===== src/rtl/arc4_encrypt_if.sv =====
// ---------------------------------------------------------------------------
// arc4_encrypt_if
// Bundles the start handshake and the three memory buses of the RC4
// encryptor.
//   en, key            : start request and key, driven by the host
//   rdy                : idle/ready, driven by the encryptor
//   s_addr/s_wrdata/s_wren, s_rddata   : S state memory (256x8, r/w)
//   pt_addr, pt_rddata                 : plaintext memory (read)
//   ct_addr/ct_wrdata/ct_wren          : ciphertext memory (write)
// modport master : host / memory side
// modport slave  : encryptor side
// ---------------------------------------------------------------------------
interface arc4_encrypt_if #(
   parameter int KEY_BYTES = 3
);
   logic                   en;
   logic                   rdy;
   logic [8*KEY_BYTES-1:0] key;
   logic [7:0]             s_addr;
   logic [7:0]             s_rddata;
   logic [7:0]             s_wrdata;
   logic                   s_wren;
   logic [7:0]             pt_addr;
   logic [7:0]             pt_rddata;
   logic [7:0]             ct_addr;
   logic [7:0]             ct_wrdata;
   logic                   ct_wren;

   modport master (
      output en, key, s_rddata, pt_rddata,
      input  rdy, s_addr, s_wrdata, s_wren, pt_addr, ct_addr, ct_wrdata, ct_wren
   );

   modport slave (
      input  en, key, s_rddata, pt_rddata,
      output rdy, s_addr, s_wrdata, s_wren, pt_addr, ct_addr, ct_wrdata, ct_wren
   );
endinterface


===== src/rtl/arc4_encrypt.sv =====
// ---------------------------------------------------------------------------
// arc4_encrypt
// RC4 encryptor: on en&rdy latches the key, initialises S, runs the key
// schedule, then reads the length-prefixed plaintext and writes the
// length-prefixed ciphertext.
//   clk   : system clock
//   rst_n : asynchronous active-low reset (aborts any run, returns to IDLE)
//   bus   : arc4_encrypt_if.slave (handshake, S, pt and ct memory buses)
// All memory reads have one cycle of latency after the registered address
// becomes visible, so every read is an address / wait / capture triple.
// ---------------------------------------------------------------------------
module arc4_encrypt #(
   parameter int KEY_BYTES = 3
) (
   input  logic          clk,
   input  logic          rst_n,
   arc4_encrypt_if.slave bus
);
   localparam int KW = 8 * KEY_BYTES;

   typedef enum logic [4:0] {
      ST_IDLE, ST_INIT,
      ST_KSA_RI, ST_KSA_WI, ST_KSA_CI, ST_KSA_WJ, ST_KSA_CJ, ST_KSA_WR,
      ST_LEN_A, ST_LEN_W, ST_LEN_C,
      ST_P_I, ST_P_WI, ST_P_CI, ST_P_WJ, ST_P_CJ, ST_P_WR,
      ST_P_PA, ST_P_WP, ST_P_CP,
      ST_DONE
   } state_t;

   state_t        state_q;
   logic [KW-1:0] key_q;
   logic [7:0]    i_q, j_q, k_q, len_q, si_q, sj_q;
   logic          rdy_q;
   logic [7:0]    s_addr_q, s_wrdata_q, pt_addr_q, ct_addr_q, ct_wrdata_q;
   logic          s_wren_q, ct_wren_q;

   logic [7:0]    ksa_j_d, prga_i_d, prga_j_d, pad_addr_d;

   // Index arithmetic shared by the key schedule and the keystream loop (mod 256).
   always_comb begin
      // The key register is rotated after every use, so the current key byte is always the top byte.
      ksa_j_d    = j_q + bus.s_rddata + key_q[KW-1 -: 8];
      prga_i_d   = i_q + 8'd1;
      prga_j_d   = j_q + bus.s_rddata;
      // S[i]+S[j] is symmetric, so the pre-swap captures give the post-swap pad address.
      pad_addr_d = si_q + sj_q;
   end

   // Control FSM with registered memory and handshake outputs.
   always_ff @(posedge clk or negedge rst_n) begin
      if (!rst_n) begin
         state_q     <= ST_IDLE;
         key_q       <= '0;
         i_q         <= 8'd0;
         j_q         <= 8'd0;
         k_q         <= 8'd0;
         len_q       <= 8'd0;
         si_q        <= 8'd0;
         sj_q        <= 8'd0;
         rdy_q       <= 1'b1;
         s_addr_q    <= 8'd0;
         s_wrdata_q  <= 8'd0;
         s_wren_q    <= 1'b0;
         pt_addr_q   <= 8'd0;
         ct_addr_q   <= 8'd0;
         ct_wrdata_q <= 8'd0;
         ct_wren_q   <= 1'b0;
      end else begin
         // Write strobes are single-cycle unless a state re-asserts them.
         s_wren_q  <= 1'b0;
         ct_wren_q <= 1'b0;
         case (state_q)
            ST_IDLE: begin
               rdy_q <= 1'b1;
               if (bus.en && rdy_q) begin
                  key_q   <= bus.key;
                  rdy_q   <= 1'b0;
                  i_q     <= 8'd0;
                  j_q     <= 8'd0;
                  k_q     <= 8'd0;
                  state_q <= ST_INIT;
               end
            end
            ST_INIT: begin
               s_addr_q   <= i_q;
               s_wrdata_q <= i_q;
               s_wren_q   <= 1'b1;
               i_q        <= i_q + 8'd1;
               if (i_q == 8'd255) state_q <= ST_KSA_RI;
            end
            ST_KSA_RI: begin
               s_addr_q <= i_q;
               state_q  <= ST_KSA_WI;
            end
            ST_KSA_WI: state_q <= ST_KSA_CI;
            ST_KSA_CI: begin
               si_q     <= bus.s_rddata;
               j_q      <= ksa_j_d;
               s_addr_q <= ksa_j_d;
               key_q    <= (key_q << 8) | (key_q >> (KW - 8));
               state_q  <= ST_KSA_WJ;
            end
            ST_KSA_WJ: state_q <= ST_KSA_CJ;
            ST_KSA_CJ: begin
               sj_q       <= bus.s_rddata;
               s_addr_q   <= i_q;
               s_wrdata_q <= bus.s_rddata;
               s_wren_q   <= 1'b1;
               state_q    <= ST_KSA_WR;
            end
            ST_KSA_WR: begin
               // When i==j this rewrites the same byte with the same value.
               s_addr_q   <= j_q;
               s_wrdata_q <= si_q;
               s_wren_q   <= 1'b1;
               i_q        <= i_q + 8'd1;
               state_q    <= (i_q == 8'd255) ? ST_LEN_A : ST_KSA_RI;
            end
            ST_LEN_A: begin
               pt_addr_q <= 8'd0;
               i_q       <= 8'd0;
               j_q       <= 8'd0;
               state_q   <= ST_LEN_W;
            end
            ST_LEN_W: state_q <= ST_LEN_C;
            ST_LEN_C: begin
               len_q       <= bus.pt_rddata;
               ct_addr_q   <= 8'd0;
               ct_wrdata_q <= bus.pt_rddata;
               ct_wren_q   <= 1'b1;
               k_q         <= 8'd1;
               state_q     <= (bus.pt_rddata == 8'd0) ? ST_DONE : ST_P_I;
            end
            ST_P_I: begin
               // pt[k] is fetched now and stays on pt_rddata until the final capture.
               i_q       <= prga_i_d;
               s_addr_q  <= prga_i_d;
               pt_addr_q <= k_q;
               state_q   <= ST_P_WI;
            end
            ST_P_WI: state_q <= ST_P_CI;
            ST_P_CI: begin
               si_q     <= bus.s_rddata;
               j_q      <= prga_j_d;
               s_addr_q <= prga_j_d;
               state_q  <= ST_P_WJ;
            end
            ST_P_WJ: state_q <= ST_P_CJ;
            ST_P_CJ: begin
               sj_q       <= bus.s_rddata;
               s_addr_q   <= i_q;
               s_wrdata_q <= bus.s_rddata;
               s_wren_q   <= 1'b1;
               state_q    <= ST_P_WR;
            end
            ST_P_WR: begin
               s_addr_q   <= j_q;
               s_wrdata_q <= si_q;
               s_wren_q   <= 1'b1;
               state_q    <= ST_P_PA;
            end
            ST_P_PA: begin
               s_addr_q <= pad_addr_d;
               state_q  <= ST_P_WP;
            end
            ST_P_WP: state_q <= ST_P_CP;
            ST_P_CP: begin
               ct_addr_q   <= k_q;
               ct_wrdata_q <= bus.s_rddata ^ bus.pt_rddata;
               ct_wren_q   <= 1'b1;
               if (k_q == len_q) begin
                  state_q <= ST_DONE;
               end else begin
                  k_q     <= k_q + 8'd1;
                  state_q <= ST_P_I;
               end
            end
            ST_DONE: begin
               // The last ct write commits on the same edge that raises rdy.
               rdy_q   <= 1'b1;
               state_q <= ST_IDLE;
            end
            default: begin
               rdy_q   <= 1'b1;
               state_q <= ST_IDLE;
            end
         endcase
      end
   end

   assign bus.rdy       = rdy_q;
   assign bus.s_addr    = s_addr_q;
   assign bus.s_wrdata  = s_wrdata_q;
   assign bus.s_wren    = s_wren_q;
   assign bus.pt_addr   = pt_addr_q;
   assign bus.ct_addr   = ct_addr_q;
   assign bus.ct_wrdata = ct_wrdata_q;
   assign bus.ct_wren   = ct_wren_q;
endmodule


===== src/flat_wrapper.sv =====
// flat-port wrapper written by rule: the top's interface ports become plain ports
module arc4_encrypt_flat 
#(
   parameter int KEY_BYTES = 3
)
  (clk, rst_n, bus_en, bus_key, bus_s_rddata, bus_pt_rddata, bus_rdy, bus_s_addr, bus_s_wrdata, bus_s_wren, bus_pt_addr, bus_ct_addr, bus_ct_wrdata, bus_ct_wren);
  arc4_encrypt_if #(.KEY_BYTES(KEY_BYTES)) bus_i ();
  input  logic clk;
  input  logic rst_n;
  input wire logic [$bits(bus_i.en)-1:0] bus_en;
  input wire logic [$bits(bus_i.key)-1:0] bus_key;
  input wire logic [$bits(bus_i.s_rddata)-1:0] bus_s_rddata;
  input wire logic [$bits(bus_i.pt_rddata)-1:0] bus_pt_rddata;
  output wire logic [$bits(bus_i.rdy)-1:0] bus_rdy;
  output wire logic [$bits(bus_i.s_addr)-1:0] bus_s_addr;
  output wire logic [$bits(bus_i.s_wrdata)-1:0] bus_s_wrdata;
  output wire logic [$bits(bus_i.s_wren)-1:0] bus_s_wren;
  output wire logic [$bits(bus_i.pt_addr)-1:0] bus_pt_addr;
  output wire logic [$bits(bus_i.ct_addr)-1:0] bus_ct_addr;
  output wire logic [$bits(bus_i.ct_wrdata)-1:0] bus_ct_wrdata;
  output wire logic [$bits(bus_i.ct_wren)-1:0] bus_ct_wren;
  assign bus_i.en = bus_en;
  assign bus_i.key = bus_key;
  assign bus_i.s_rddata = bus_s_rddata;
  assign bus_i.pt_rddata = bus_pt_rddata;
  assign bus_rdy = bus_i.rdy;
  assign bus_s_addr = bus_i.s_addr;
  assign bus_s_wrdata = bus_i.s_wrdata;
  assign bus_s_wren = bus_i.s_wren;
  assign bus_pt_addr = bus_i.pt_addr;
  assign bus_ct_addr = bus_i.ct_addr;
  assign bus_ct_wrdata = bus_i.ct_wrdata;
  assign bus_ct_wren = bus_i.ct_wren;
  arc4_encrypt #(.KEY_BYTES(KEY_BYTES)) u_core (.clk(clk), .rst_n(rst_n), .bus(bus_i));
endmodule

===== config.mk =====
export PLATFORM = sky130hd
export DESIGN_NAME = arc4_encrypt_flat
export DESIGN_NICKNAME = d
export VERILOG_FILES = /design/src/rtl/arc4_encrypt_if.sv /design/src/rtl/arc4_encrypt.sv /design/src/flat_wrapper.sv
export SDC_FILE = /design/constraint.sdc
export NUM_CORES = 1
export LEC_CHECK = 0
export CAP_MARGIN = 20
export CORE_UTILIZATION = 56
export DETAILED_ROUTE_END_ITERATION = 7
export PLACE_DENSITY_LB_ADDON = 0.05
export SLEW_MARGIN = 15
export SYNTH_ARGS = -nofsm -noshare
export SYNTH_HDL_FRONTEND = slang
export SYNTH_SLANG_ARGS = --single-unit

===== constraint.sdc =====
create_clock -name clk -period 3.47 [get_ports clk]
set_input_delay 0.694 -clock clk [delete_from_list [all_inputs] [get_ports clk]]
set_output_delay 0.694 -clock clk [all_outputs]
set_load 0.01 [all_outputs]

==> results.txt, run 1 <==
The via count of the first global-routing pass was 5808; the leakage dissipation was 3.945 nW. In the synthesized netlist, the cells that appear most often are 119 x sky130_fd_sc_hd__dfrtp_1, 107 x sky130_fd_sc_hd__nand2_1, 65 x sky130_fd_sc_hd__o21ai_0. Fraction of layout instances using a drive strength above 1: 0.1299. The post-synthesis sequential area ratio came out at 0.4362. During I/O placement, the number of pins put on the boundary was 86. u_core.key_q holds more flip-flops than any other register. After the first detailed-routing iteration, the DRC count stood at 601.

Sum of net half-perimeters after detailed placement: 12.95 mm. The count of hold buffers inserted by post-cts repair was 0; the count of unique library cells instantiated by Yosys was 79. CTS sink count: 120. The worst setup path is launched from a primary input. The logs give 0 for the number of antenna violations at the first check in global routing and 796 for the synthesized netlist net count.

For the arrival time at the worst endpoint, the log shows 3670 ps. Category of the worst setup path capture point: a flop. Compared with the post-synthesis result, the final layout area differs by 26.36%. The tools report the buffer cell driving the clock tree root as sky130_fd_sc_hd__clkbuf_16.

Final number of max-transition violations: 0. The all-layer global routing usage was 0.3101. The post-route fraction of the period consumed by the critical path works out to 0.9536.

Ranked by total cell area, the synthesized netlist is headed by sky130_fd_sc_hd__dfrtp_1 43%, sky130_fd_sc_hd__nand2_1 5.8%, sky130_fd_sc_hd__o21ai_0 4.7%. The first global-routing pass estimated 30.22 mm of wire. Before antenna repair, the detailed router went through 5 iterations. The worst-case vdd ir drop was 0.6804 mV; the setup slack of the most critical reg-to-reg path was 220 ps. The final layout contains routed wiring with a total length of 18.78 mm.

In the final design database the tool counted 903 nets. The tools report the origin of the critical flop-to-flop path as u_core.j_q[0]. Share of flip-flops with an asynchronous set or reset after synthesis: 1.000.

After detailed routing, the average wire length per cell comes to 18.89 um. TritonCTS built the clock tree. The placer's final routability congestion estimate is 0.9109, and the number of synthesized register bits is 120. The maximum buffer depth of the clock tree was 2. For the remaining antenna violation count, the log shows 0. The run finished with clean final reports.

The setup violation total in the final timing report is 0, and the antenna diode count is 0. The run gives 0.5733 as the starting density of the core. In the routed layout, each cell is associated on average with a via count of 6.221. The normalized max-slew margin was 0.4131. Setup repair after global routing left no endpoint under its margin. For this run, the number of Yosys warnings is 0. Before CTS, the worst setup slack after placement is -702.9 ps. Entering global routing, the biggest net connects 64 pins. The worst setup path is of the in -> reg kind. The standard-cell row count is 40, and the instance count of the mapped netlist is 727. Most frequent cell after synthesis: sky130_fd_sc_hd__dfrtp_1.

The logs give 0.006887 mm2 for the combined area of all synthesized cells and 6.391 ps for the final worst clock skew. From bottom edge to top edge, the die measures 112.9 um. In this run the standard cell core region covers 0.01201 mm2.

Summed over all failing endpoints, the final setup total negative slack is 0 ps. For this run, design rule violations remaining after detail routing come to 0. The die area was 0.01275 mm2; the remaining global-route overflow was 0. The min-delay analysis places its worst path in the category in -> async. The most used flip-flop cell after synthesis is sky130_fd_sc_hd__dfrtp_1. The tools report the H-tree depth as 4.

The number of synthesized flops with an enable pin was 0. The clock reaches the later pin of the worst-skew pair after 430 ps. In the post-route analysis, the smallest setup slack over all paths is 160.9 ps. The number of failing hold endpoints at the final stage came out at 0.

The flip-flop count of the largest register, all copies and words added works out to 24. A synthesized cell averages 9.473 um2. The minimum clock period after layout is 3309 ps, and the clock transition at the register clock pins on the worst setup and hold paths after CTS is 60 ps.

The slew at the pin with the worst max-slew slack is 880.4 ps. The number of clock buffers added by TritonCTS is 17. The tools report the reg-to-reg critical path endpoint as u_core.bus.s_addr[7]. The start point of the critical path is bus_s_rddata[3]. Measured along the x axis, the die boundary spans 112.9 um.

The share of Yosys cell area claimed by the top area cell type was 0.4324; the maximum fanout along the worst path was 4. sky130_fd_sc_hd__dfrtp_1 takes more of the synthesized area than any other cell. Measured in cells, the most critical reg-to-reg path has a length of 14. Buffers placed on the I/O ports in this run total 85. Dividing total power by cell area gives a power density of 919.0 mW/mm2. Max-cap violations in this run came to 0. STA puts the critical path data required time at 3830 ps. The overall via count from detail_route was 6184.

For this run, the top clock speed supported by timing is 302.2 MHz.
-- final cells by class --
class | instances | area (um2)
multi-input combinational | 557 | 3657
timing repair buffer | 123 | 1146
clock inverter | 12 | 197.7
sequential | 120 | 3004
fill | 880 | 3309
clock buffer | 20 | 456.7
inverter | 15 | 56.30
tap | 147 | 183.9
-- cell usage in the layout (no fill, tap or decap), types with 4 or more instances in the layout --
cell	netlist	final
sky130_fd_sc_hd__ha_1	23	21
sky130_fd_sc_hd__o221a_2	5	5
sky130_fd_sc_hd__inv_1	14	14
sky130_fd_sc_hd__nor4_1	5	5
sky130_fd_sc_hd__o31ai_1	6	6
sky130_fd_sc_hd__clkbuf_16	0	17
sky130_fd_sc_hd__buf_4	5	38
sky130_fd_sc_hd__a31oi_1	11	11
sky130_fd_sc_hd__nor2b_1	5	5
sky130_fd_sc_hd__nand3_1	28	28
sky130_fd_sc_hd__nand2b_1	8	8
sky130_fd_sc_hd__mux2_2	9	9
sky130_fd_sc_hd__a21o_1	7	7
sky130_fd_sc_hd__nor3_2	4	4
sky130_fd_sc_hd__nand2_1	107	107
sky130_fd_sc_hd__nor2_1	59	59
sky130_fd_sc_hd__and3_1	6	6
sky130_fd_sc_hd__xor2_1	21	21
sky130_fd_sc_hd__clkdlybuf4s50_1	0	81
sky130_fd_sc_hd__xnor2_1	9	9
sky130_fd_sc_hd__mux2i_1	26	26
sky130_fd_sc_hd__o22ai_1	5	5
sky130_fd_sc_hd__a22o_1	20	20
sky130_fd_sc_hd__o21ai_0	65	64
sky130_fd_sc_hd__bufinv_16	0	5
sky130_fd_sc_hd__a311oi_1	5	5
sky130_fd_sc_hd__dfrtp_1	119	119
sky130_fd_sc_hd__or3_1	7	7
sky130_fd_sc_hd__nand4_1	7	7
sky130_fd_sc_hd__a21oi_1	31	30
-- stage by stage --
stage / power (W) / cells / util / hold slack, ps / area (um2)
floorplan: 0.004603 / 727 / - / 398.4 / 6887
detailed placement: 0.005794 / 958 / 0.6645 / 471.0 / 7981
global placement: 0.005646 / 958 / 0.6645 / 461.0 / 7981
CTS: 0.007892 / 992 / 0.7210 / 356.4 / 8661
global route: 0.008461 / 994 / 0.7245 / 371.7 / 8702
finish: 0.007997 / 994 / 0.7245 / 321.8 / 8702
-- worst max-delay path by stage --
stage	slack [ps]	cells past startpoint	to
CTS	50	13	u_core.bus.s_addr[5]
floorplan	110	13	u_core.bus.s_addr[7]
finish	160	14	u_core.bus.s_addr[7]
global route	30	14	u_core.bus.s_addr[7]
detailed placement	-700	14	u_core.bus.s_addr[7]
global placement	-520	14	u_core.bus.s_addr[7]
-- power breakdown --
| part | internal, W | total [W] | switching, W |
|---|---|---|---|
| Clock | 0.00131 | 0.00198 | 0.000672 |
| Combinational | 0.00173 | 0.00373 | 0.00200 |
| Sequential | 0.00182 | 0.00229 | 0.000465 |
-- worst max-delay path, cell delays in order --
cell and delay [ps]:
sky130_fd_sc_hd__clkdlybuf4s50_1 500, sky130_fd_sc_hd__ha_1 380, sky130_fd_sc_hd__o21ai_0 190, sky130_fd_sc_hd__o21bai_1 80
sky130_fd_sc_hd__a21oi_1 160, sky130_fd_sc_hd__xnor2_1 110, sky130_fd_sc_hd__ha_1 340, sky130_fd_sc_hd__buf_4 130
sky130_fd_sc_hd__nand2_1 40, sky130_fd_sc_hd__o21ai_1 260, sky130_fd_sc_hd__nand4b_1 160, sky130_fd_sc_hd__or3_1 340
sky130_fd_sc_hd__and3b_1 190, sky130_fd_sc_hd__nand4_1 90
-- what timing repair did --
item,CTS,global route
gates resized for setup,5,7
pin swaps,5,7
endpoints found under the setup margin,3,5
setup buffers,2,2
-- cell families after synthesis --
kind of cell	share of synthesized area
buffers and inverters	0.03797
AO/OA/AOI/OAI	0.1988
adder cells (fa/ha/maj)	0.05196
AND/OR/NAND/NOR	0.1844
XOR/XNOR	0.03816
multiplexers	0.05251
flip-flops	0.4362
-- per-layer routing --
| layer | wire length [um] | vias up | share of wire | track usage |
|---|---|---|---|---|
| met2 | 8835 | 252 | 0.47 | 0.4864 |
| met5 | 0 | - | 0 | 0 |
| li1 | - | 2873 | - | - |
| met3 | 1365 | 30 | 0.073 | 0.07874 |
| met1 | 8130 | 3029 | 0.43 | 0.4176 |
| met4 | 448 | 0 | 0.024 | 0.1158 |
Note: power is estimated with default switching activity, not from simulation.
==> run 2: changes to the inputs <==
--- a/config.mk
+++ b/config.mk
@@ -5,9 +5,12 @@
 export SDC_FILE = /design/constraint.sdc
 export NUM_CORES = 1
 export LEC_CHECK = 0
+export ABC_CLOCK_PERIOD_IN_PS = 3470
 export CAP_MARGIN = 20
+export CORE_MARGIN = 2
 export CORE_UTILIZATION = 56
 export DETAILED_ROUTE_END_ITERATION = 7
+export GPL_TIMING_DRIVEN = 0
 export PLACE_DENSITY_LB_ADDON = 0.05
 export SLEW_MARGIN = 15
 export SYNTH_ARGS = -nofsm -noshare
==> run 2 against run 1 <==
Power fell by 2.4%; flip-flop and latch count unchanged; global-route usage grew 0.072 points; largest cell class unchanged; largest power group unchanged.
==> results.txt, run 2 (synthesized netlist as in run 1, its figures left out) <==
In the final design database the tool counted 904 nets. The max-capacitance violation count is 0, and the worst-case vdd ir drop is 0.6805 mV. The power per cell area was 905.6 mW/mm2; the highest attainable clock frequency was 302.6 MHz. The worst setup path is captured at a flop. The tools report the normalized max-slew margin as 0.5162.

The floorplan step defined a die boundary enclosing 0.01320 mm2. Hold is met by 222.0 ps. The total DRC errors in the routed layout was 0.

The detailed-route vias per instance is 6.344, and the starting density of the core is 0.5733. In this run the static leakage power is 3.907 nW. The top cell types in the final layout, fill and taps aside, are 119 x sky130_fd_sc_hd__dfrtp_1, 107 x sky130_fd_sc_hd__nand2_1, 79 x sky130_fd_sc_hd__clkdlybuf4s50_1.

After layout, the worst setup slack is 164.8 ps. Post-synthesis to final-layout area growth: 25.13%. The run gives 8.495 mm as the met1 layer wirelength in the final routing. STA classifies the critical path startpoint as a primary input.

At the worst endpoint, the arrival time is 3650 ps. The post-route fraction of the period consumed by the critical path is 0.9525. After detailed routing, the average wire length per cell comes to 19.69 um. The maximum fanout along the worst path came out at 5.

The register with the most flip-flops in the layout has 24 of them. Setup violations remaining at the end of the flow were counted as 0. The first routing iteration left 694 violations.

The run gives 0 as the number of failing hold endpoints at the final stage. The logs give 3820 ps for the data required time at the worst endpoint and 960 for the placed instance count. The die outline height was 114.9 um; the met3 layer wire length in the routed design was 1.593 mm. The tree built by TritonCTS fans out to 120 sinks. The number of antenna violations at the first check in global routing was 0.

The fraction of layout instances using a drive strength above 1 works out to 0.1217. For the insertion delay to the later sink of the worst-skew pair, the log shows 420 ps. For this run, the number of standard cells in the final layout without fillers is 993.

Setup repair after global routing left no endpoint under its margin. Number of clock buffers inserted by TritonCTS: 17. Remaining antenna violation count: 0. Clock skew on the completed layout was measured at 9.392 ps. The tools report the buffer cell driving the clock tree root as sky130_fd_sc_hd__clkbuf_16. Clock-pin slew was measured on the worst setup and hold paths at 50 ps. In the final timing run, aggregate negative setup slack is 0 ps.

Final number of max-transition violations: 0. Highest signal layer in the routed design: met4. The area used by sequential logic in the layout came out at 0.003004 mm2.

The floorplan has 40 rows. The placer's final routability congestion estimate came out at 0.9318. Counting cells, the worst reg-to-reg path comes to 13. In this run the horizontal extent of the chip is 114.9 um. In this run the deepest clock path goes through 2 buffers. By startpoint and endpoint, the worst setup path is classified as in -> reg.

The tools report the via count of the first global-routing pass as 6137. TritonCTS built the clock tree. The slew at the pin with the worst max-slew slack is 719.0 ps, and the wire length of the first global-routing pass is 31.58 mm. I/O pin count: 86. The flow ran to the end, and the final reports show no timing, DRC or antenna violations. For the fill cell instance count of the final layout, the log shows 925. The tightest min-delay check is of the in -> async type. At the placement stage, the worst setup path has a slack of -937.6 ps.

Leaving out fill and tap cells, the most frequent cell in the layout is sky130_fd_sc_hd__dfrtp_1. The count of input and output buffers came out at 85. The tools report the total power as 0.007803 W.

Detailed routing placed a total of 8.806 mm of wire on met2. In this run the number of H-tree levels came out at 4. The overall via count from detail_route came out at 6300.

For the all-layer global routing usage, the log shows 0.3108. In the final layout, the multi-input gates occupy 0.003666 mm2. 0 antenna diodes ended up in the layout. The HPWL after detailed placement is 13.75 mm. The tools report the area of the core as 0.01201 mm2. More flip-flops sit in one register than any other, and that register is u_core.key_q. The pin count of the biggest net entering global routing is 67, and the detailed-routing iteration count for the pre-antenna-repair pass is 5.

The minimum clock period after layout was 3305 ps; the remaining global-route overflow was 0. Summed over all layers, the routed wires come to 19.56 mm.
[run 2: cell types whose count changed in the layout (fill, tap and decap cells not counted), moves of 2 or more]
cell / delta
sky130_fd_sc_hd__buf_2: +18
sky130_fd_sc_hd__buf_6: +4
sky130_fd_sc_hd__clkdlybuf4s50_1: -2
sky130_fd_sc_hd__clkinvlp_4: -2
sky130_fd_sc_hd__clkbuf_1: +9
sky130_fd_sc_hd__dlygate4sd2_1: +2
sky130_fd_sc_hd__buf_4: -30
[run 2: final timing paths]
check	startpoint	to	slack, ps
max	bus_s_rddata[2]	u_core.bus.s_addr[7]	160
min	rst_n	u_core.bus.ct_addr[5]	220
max reg2reg	u_core.j_q[0]	u_core.bus.s_addr[7]	270
min reg2reg	u_core.bus.s_addr[0]	u_core.bus.s_addr[0]	490
max in group asynchronous	rst_n	u_core.j_q[7]	2530
min in group clk	u_core.bus.s_addr[0]	u_core.bus.s_addr[0]	490
[run 2: through the flow]
stage	cell area [um2]	utilization
6_report	8617	0.7174
5_1_grt	8617	0.7174
4_1_cts	8588	0.7150
3_5_place_dp	7950	0.6619
3_3_place_gp	7921	0.6595
2_1_floorplan	6887	-
[run 2: layout make-up]
cell class,count,share of cell area
Clock inverter,9,0.01728
Multi-Input combinational cell,557,0.4254
Buffer,35,0.02381
Inverter,15,0.006534
Clock buffer,21,0.05343
Timing Repair Buffer,89,0.1035
Tap cell,147,0.02134
Sequential cell,120,0.3486
[run 2: what timing repair did]
action,in CTS,in global routing
setup buffers,3,0
pin swaps,3,7
hold buffers,0,0
resized for setup,10,10
setup endpoints to repair,5,3
[run 2: report_power, final]
group | leakage [nW] | internal [W] | switching [W]
registers | 1.50 | 0.00182 | 0.000345
clock network | 0.303 | 0.00123 | 0.000622
logic | 2.10 | 0.00161 | 0.00218
total | 3.91 | 0.00466 | 0.00314
[run 2: routing by layer]
layer / up-vias / track usage
met4: 0 / 0.1317
met3: 52 / 0.06800
met2: 302 / 0.4808
met1: 3086 / 0.4252
met5: - / 0
li1: 2860 / -
[run 2: worst max-delay path, cell delays in order]
cell	delay, ps
sky130_fd_sc_hd__dlygate4sd2_1	340
sky130_fd_sc_hd__ha_1	430
sky130_fd_sc_hd__a211oi_2	230
sky130_fd_sc_hd__o21bai_1	110
sky130_fd_sc_hd__a21oi_2	170
sky130_fd_sc_hd__xnor2_2	150
sky130_fd_sc_hd__ha_1	290
sky130_fd_sc_hd__a21oi_2	200
sky130_fd_sc_hd__o211ai_1	200
sky130_fd_sc_hd__a21oi_1	180
sky130_fd_sc_hd__or3b_1	340
sky130_fd_sc_hd__and3b_1	200
sky130_fd_sc_hd__nand4_1	90
==> run 3: changes to the inputs <==
--- a/config.mk
+++ b/config.mk
@@ -5,9 +5,8 @@
 export SDC_FILE = /design/constraint.sdc
 export NUM_CORES = 1
 export LEC_CHECK = 0
-export ABC_CLOCK_PERIOD_IN_PS = 3470
+export ABC_CLOCK_PERIOD_IN_PS = 3740
 export CAP_MARGIN = 20
-export CORE_MARGIN = 2
 export CORE_UTILIZATION = 56
 export DETAILED_ROUTE_END_ITERATION = 7
 export GPL_TIMING_DRIVEN = 0
==> constraint.sdc (replaced) <==
create_clock -name clk -period 3.74 [get_ports clk]
set_input_delay 0.748 -clock clk [delete_from_list [all_inputs] [get_ports clk]]
set_output_delay 0.748 -clock clk [all_outputs]
set_load 0.01 [all_outputs]
==> run 3 against run 2 <==
Combinational power fell by 11%; die area fell by 3.5%; routed wire length fell by 1.0%; via count fell by 1.8%; largest power group unchanged; sequential power fell by 7%; final cell count fell by 0.20%; register-to-register slack improved by 130 ps; sequential share of layout area rose by 0.32 points.
==> results.txt, run 3 (synthesized netlist as in run 1, its figures left out) <==
For the arrival time at the worst endpoint, the log shows 3870 ps. The internal portion of the total power is 0.004189 W. For this run, the post-layout net count is 902.

In this run, the number of DRC markers left after iteration 0 of detailed routing was 545. The tools report the all-layer global routing usage as 0.3168. The library cells used most frequently in the layout, excluding fill and tap cells, are 119 x sky130_fd_sc_hd__dfrtp_1, 107 x sky130_fd_sc_hd__nand2_1, 80 x sky130_fd_sc_hd__clkdlybuf4s50_1.

For the relative contribution of combinational cells to total power, the log shows 0.483. After detailed routing, the number of vias per cell comes to 6.245. VDD sags by at most 0.6212 mV. Setup repair after global routing left no endpoint under its margin. Clock-pin slew was measured on the worst setup and hold paths at 50 ps. The number of antenna violations at the first check in global routing came out at 0. The final worst clock skew came out at 8.768 ps.

The launching element type of the critical path is a primary input. The logs give 0 for the setup violation total in the final timing report and 5 for the detailed-routing iteration count for the pre-antenna-repair pass. The die covers 0.01275 mm2. The slew at the pin with the worst max-slew slack was 733.6 ps. The fill cell instance count of the final layout is 956, and the max-capacitance violation count is 0. Per-cell routed wire length: 19.53 um. Counting every sink on the clock net gives 120.

At the later pin of the worst-skew pair, clock insertion delay measures 420 ps. The run finished with clean final reports. In this run, CTS created clock tree buffers numbering 17. The final number of max-transition violations is 0. The via count of the first global-routing pass was 5957; the horizontal extent of the die was 112.9 um. The flip-flop count of the largest register, all copies and words added came out at 24. The count of input and output buffers came out at 85. STA classifies the critical path endpoint as a flop. The total overflow left after global routing is 0. The die outline height is 112.9 um. The library cell used most frequently in the layout, excluding fill and tap cells, is sky130_fd_sc_hd__dfrtp_1. The top register by number of flip-flops was u_core.key_q.

The post-route fraction of the period consumed by the critical path is 0.9410. For the placed instance count, the log shows 960. Excluding fillers, the count of instances in the completed layout stands at 991.

The clock passes through at most 2 buffers. Compared with the post-synthesis result, the final layout area differs by 24.00%. Dividing total power by cell area gives a power density of 820.5 mW/mm2. The run gives 0 as the antenna diode count. The completed layout was analyzed and its total power is 0.007007 W. The normalized max-slew margin was 0.5110. The count of nets left with antenna violations once routing finished came out at 0. After detailed routing, the number of remaining DRC violations is 0. The fraction of power spent switching nets was 0.4022. TritonCTS built the clock tree. The sequential share of power was 0.286. The overall via count from detail_route is 6189.

In this run the standard cell core region covers 0.01201 mm2. The pin count of the biggest net entering global routing was 67; the highest attainable clock frequency was 284.1 MHz. The area used by sequential logic in the layout came out at 0.003004 mm2.

The run gives 4 as the H-tree depth. The placer's final routability congestion estimate is 0.9277. The routed design could run at a clock period as short as 3519 ps. The tools report the number of failing hold endpoints at the final stage as 0.

The path type of the worst setup path is in -> reg. The root buffer cell chosen for the clock tree is sky130_fd_sc_hd__clkbuf_16. In this run the static leakage power is 3.876 nW. The maximum fanout along the worst path came out at 5. Final hold analysis gives a worst-case slack of 280.5 ps. At the worst endpoint, the required time is 4090 ps. For this design the top-level I/O count stands at 86. The tools report the wire length after detailed routing as 19.36 mm. The logs give 0.5733 for the starting density of the core and 0.230 for the relative contribution of the clock network to total power.

The first global-routing pass estimated 30.97 mm of wire. The net switching power figure came out at 0.002818 W. Class of the tightest hold or removal check: in -> async.

Summing all multi-input logic gate instances after layout gives 0.003627 mm2. Fraction of layout instances using a drive strength above 1: 0.1066. The floorplan has 40 rows.

The HPWL after detailed placement is 13.82 mm.
[run 3: cell count changes in the layout (fill, tap and decap cells not counted), moves of 2 or more]
cell                        before  now
sky130_fd_sc_hd__bufinv_16       4    2
sky130_fd_sc_hd__clkinv_2        4    0
sky130_fd_sc_hd__clkbuf_8        2    5
sky130_fd_sc_hd__buf_4           8    6
sky130_fd_sc_hd__clkbuf_1       10   14
[run 3: critical path: stages]
cell and delay (ps):
sky130_fd_sc_hd__clkdlybuf4s50_1 580, sky130_fd_sc_hd__ha_1 450, sky130_fd_sc_hd__o21ai_0 120, sky130_fd_sc_hd__o21bai_1 140, sky130_fd_sc_hd__a21oi_1 100, sky130_fd_sc_hd__xnor2_1 230, sky130_fd_sc_hd__ha_1 320, sky130_fd_sc_hd__a21oi_2 180
sky130_fd_sc_hd__o211ai_1 190, sky130_fd_sc_hd__a21oi_1 170, sky130_fd_sc_hd__or3b_1 340, sky130_fd_sc_hd__and3b_1 200, sky130_fd_sc_hd__nand4_1 80
[run 3: per-layer routing]
| metal | GRT usage | share of wire | vias up | routed length, um |
|---|---|---|---|---|
| li1 | - | - | 2848 | - |
| met1 | 0.4305 | 0.45 | 3072 | 8694 |
| met2 | 0.5012 | 0.46 | 222 | 8909 |
| met3 | 0.06749 | 0.060 | 47 | 1154 |
| met4 | 0.1193 | 0.031 | 0 | 598 |
| met5 | 0 | 0 | - | 0 |
[run 3: area by class of cell]
| cell class | instances | share of cell area |
|---|---|---|
| Buffer | 35 | 0.02403 |
| Multi-Input combinational cell | 557 | 0.4248 |
| Clock inverter | 2 | 0.007033 |
| Inverter | 15 | 0.006593 |
| Clock buffer | 28 | 0.06051 |
| Sequential cell | 120 | 0.3518 |
| Tap cell | 147 | 0.02154 |
| Timing Repair Buffer | 87 | 0.1037 |
[run 3: final timing paths]
check,from,end,slack (ps),depth (start not counted)
min in group clk,u_core.key_q[7],u_core.key_q[15],480,2
setup reg to reg,u_core.j_q[0],u_core.bus.s_addr[5],400,10
setup / recovery,bus_s_rddata[4],u_core.bus.s_addr[7],220,13
hold / removal,rst_n,u_core.bus.ct_addr[5],280,1
hold reg to reg,u_core.key_q[7],u_core.key_q[15],480,2
max in group asynchronous,rst_n,u_core.bus.s_addr[7],2760,2
[run 3: power by group through the flow]
stage / clock network [W] / logic (W) / registers [W]
after CTS: 0.00162 / 0.00330 / 0.00200
after floorplan: 0 / 0.00231 / 0.00196
after detailed placement: 0 / 0.00327 / 0.00202
final: 0.00161 / 0.00339 / 0.00201
after global routing: 0.00168 / 0.00372 / 0.00204
after global placement: 0 / 0.00316 / 0.00200
[run 3: metrics by stage]
step                setup TNS (ps)    util  setup slack, ps  area [um2]
floorplan                        0       -            324.7        6887
global placement           -317080  0.6595            -2647        7921
detailed placement           -2548  0.6619           -657.8        7950
CTS                              0  0.7097            20.13        8524
global route                     0  0.7109            39.92        8539
finish                           0  0.7109            220.7        8539
[run 3: what timing repair did]
action / 4_1_cts / 5_1_grt
pin swaps: 0 / 2
setup endpoints to repair: 3 / 2
gates resized for setup: 2 / 7
hold buffers: 0 / 0
buffers inserted: 0 / 1
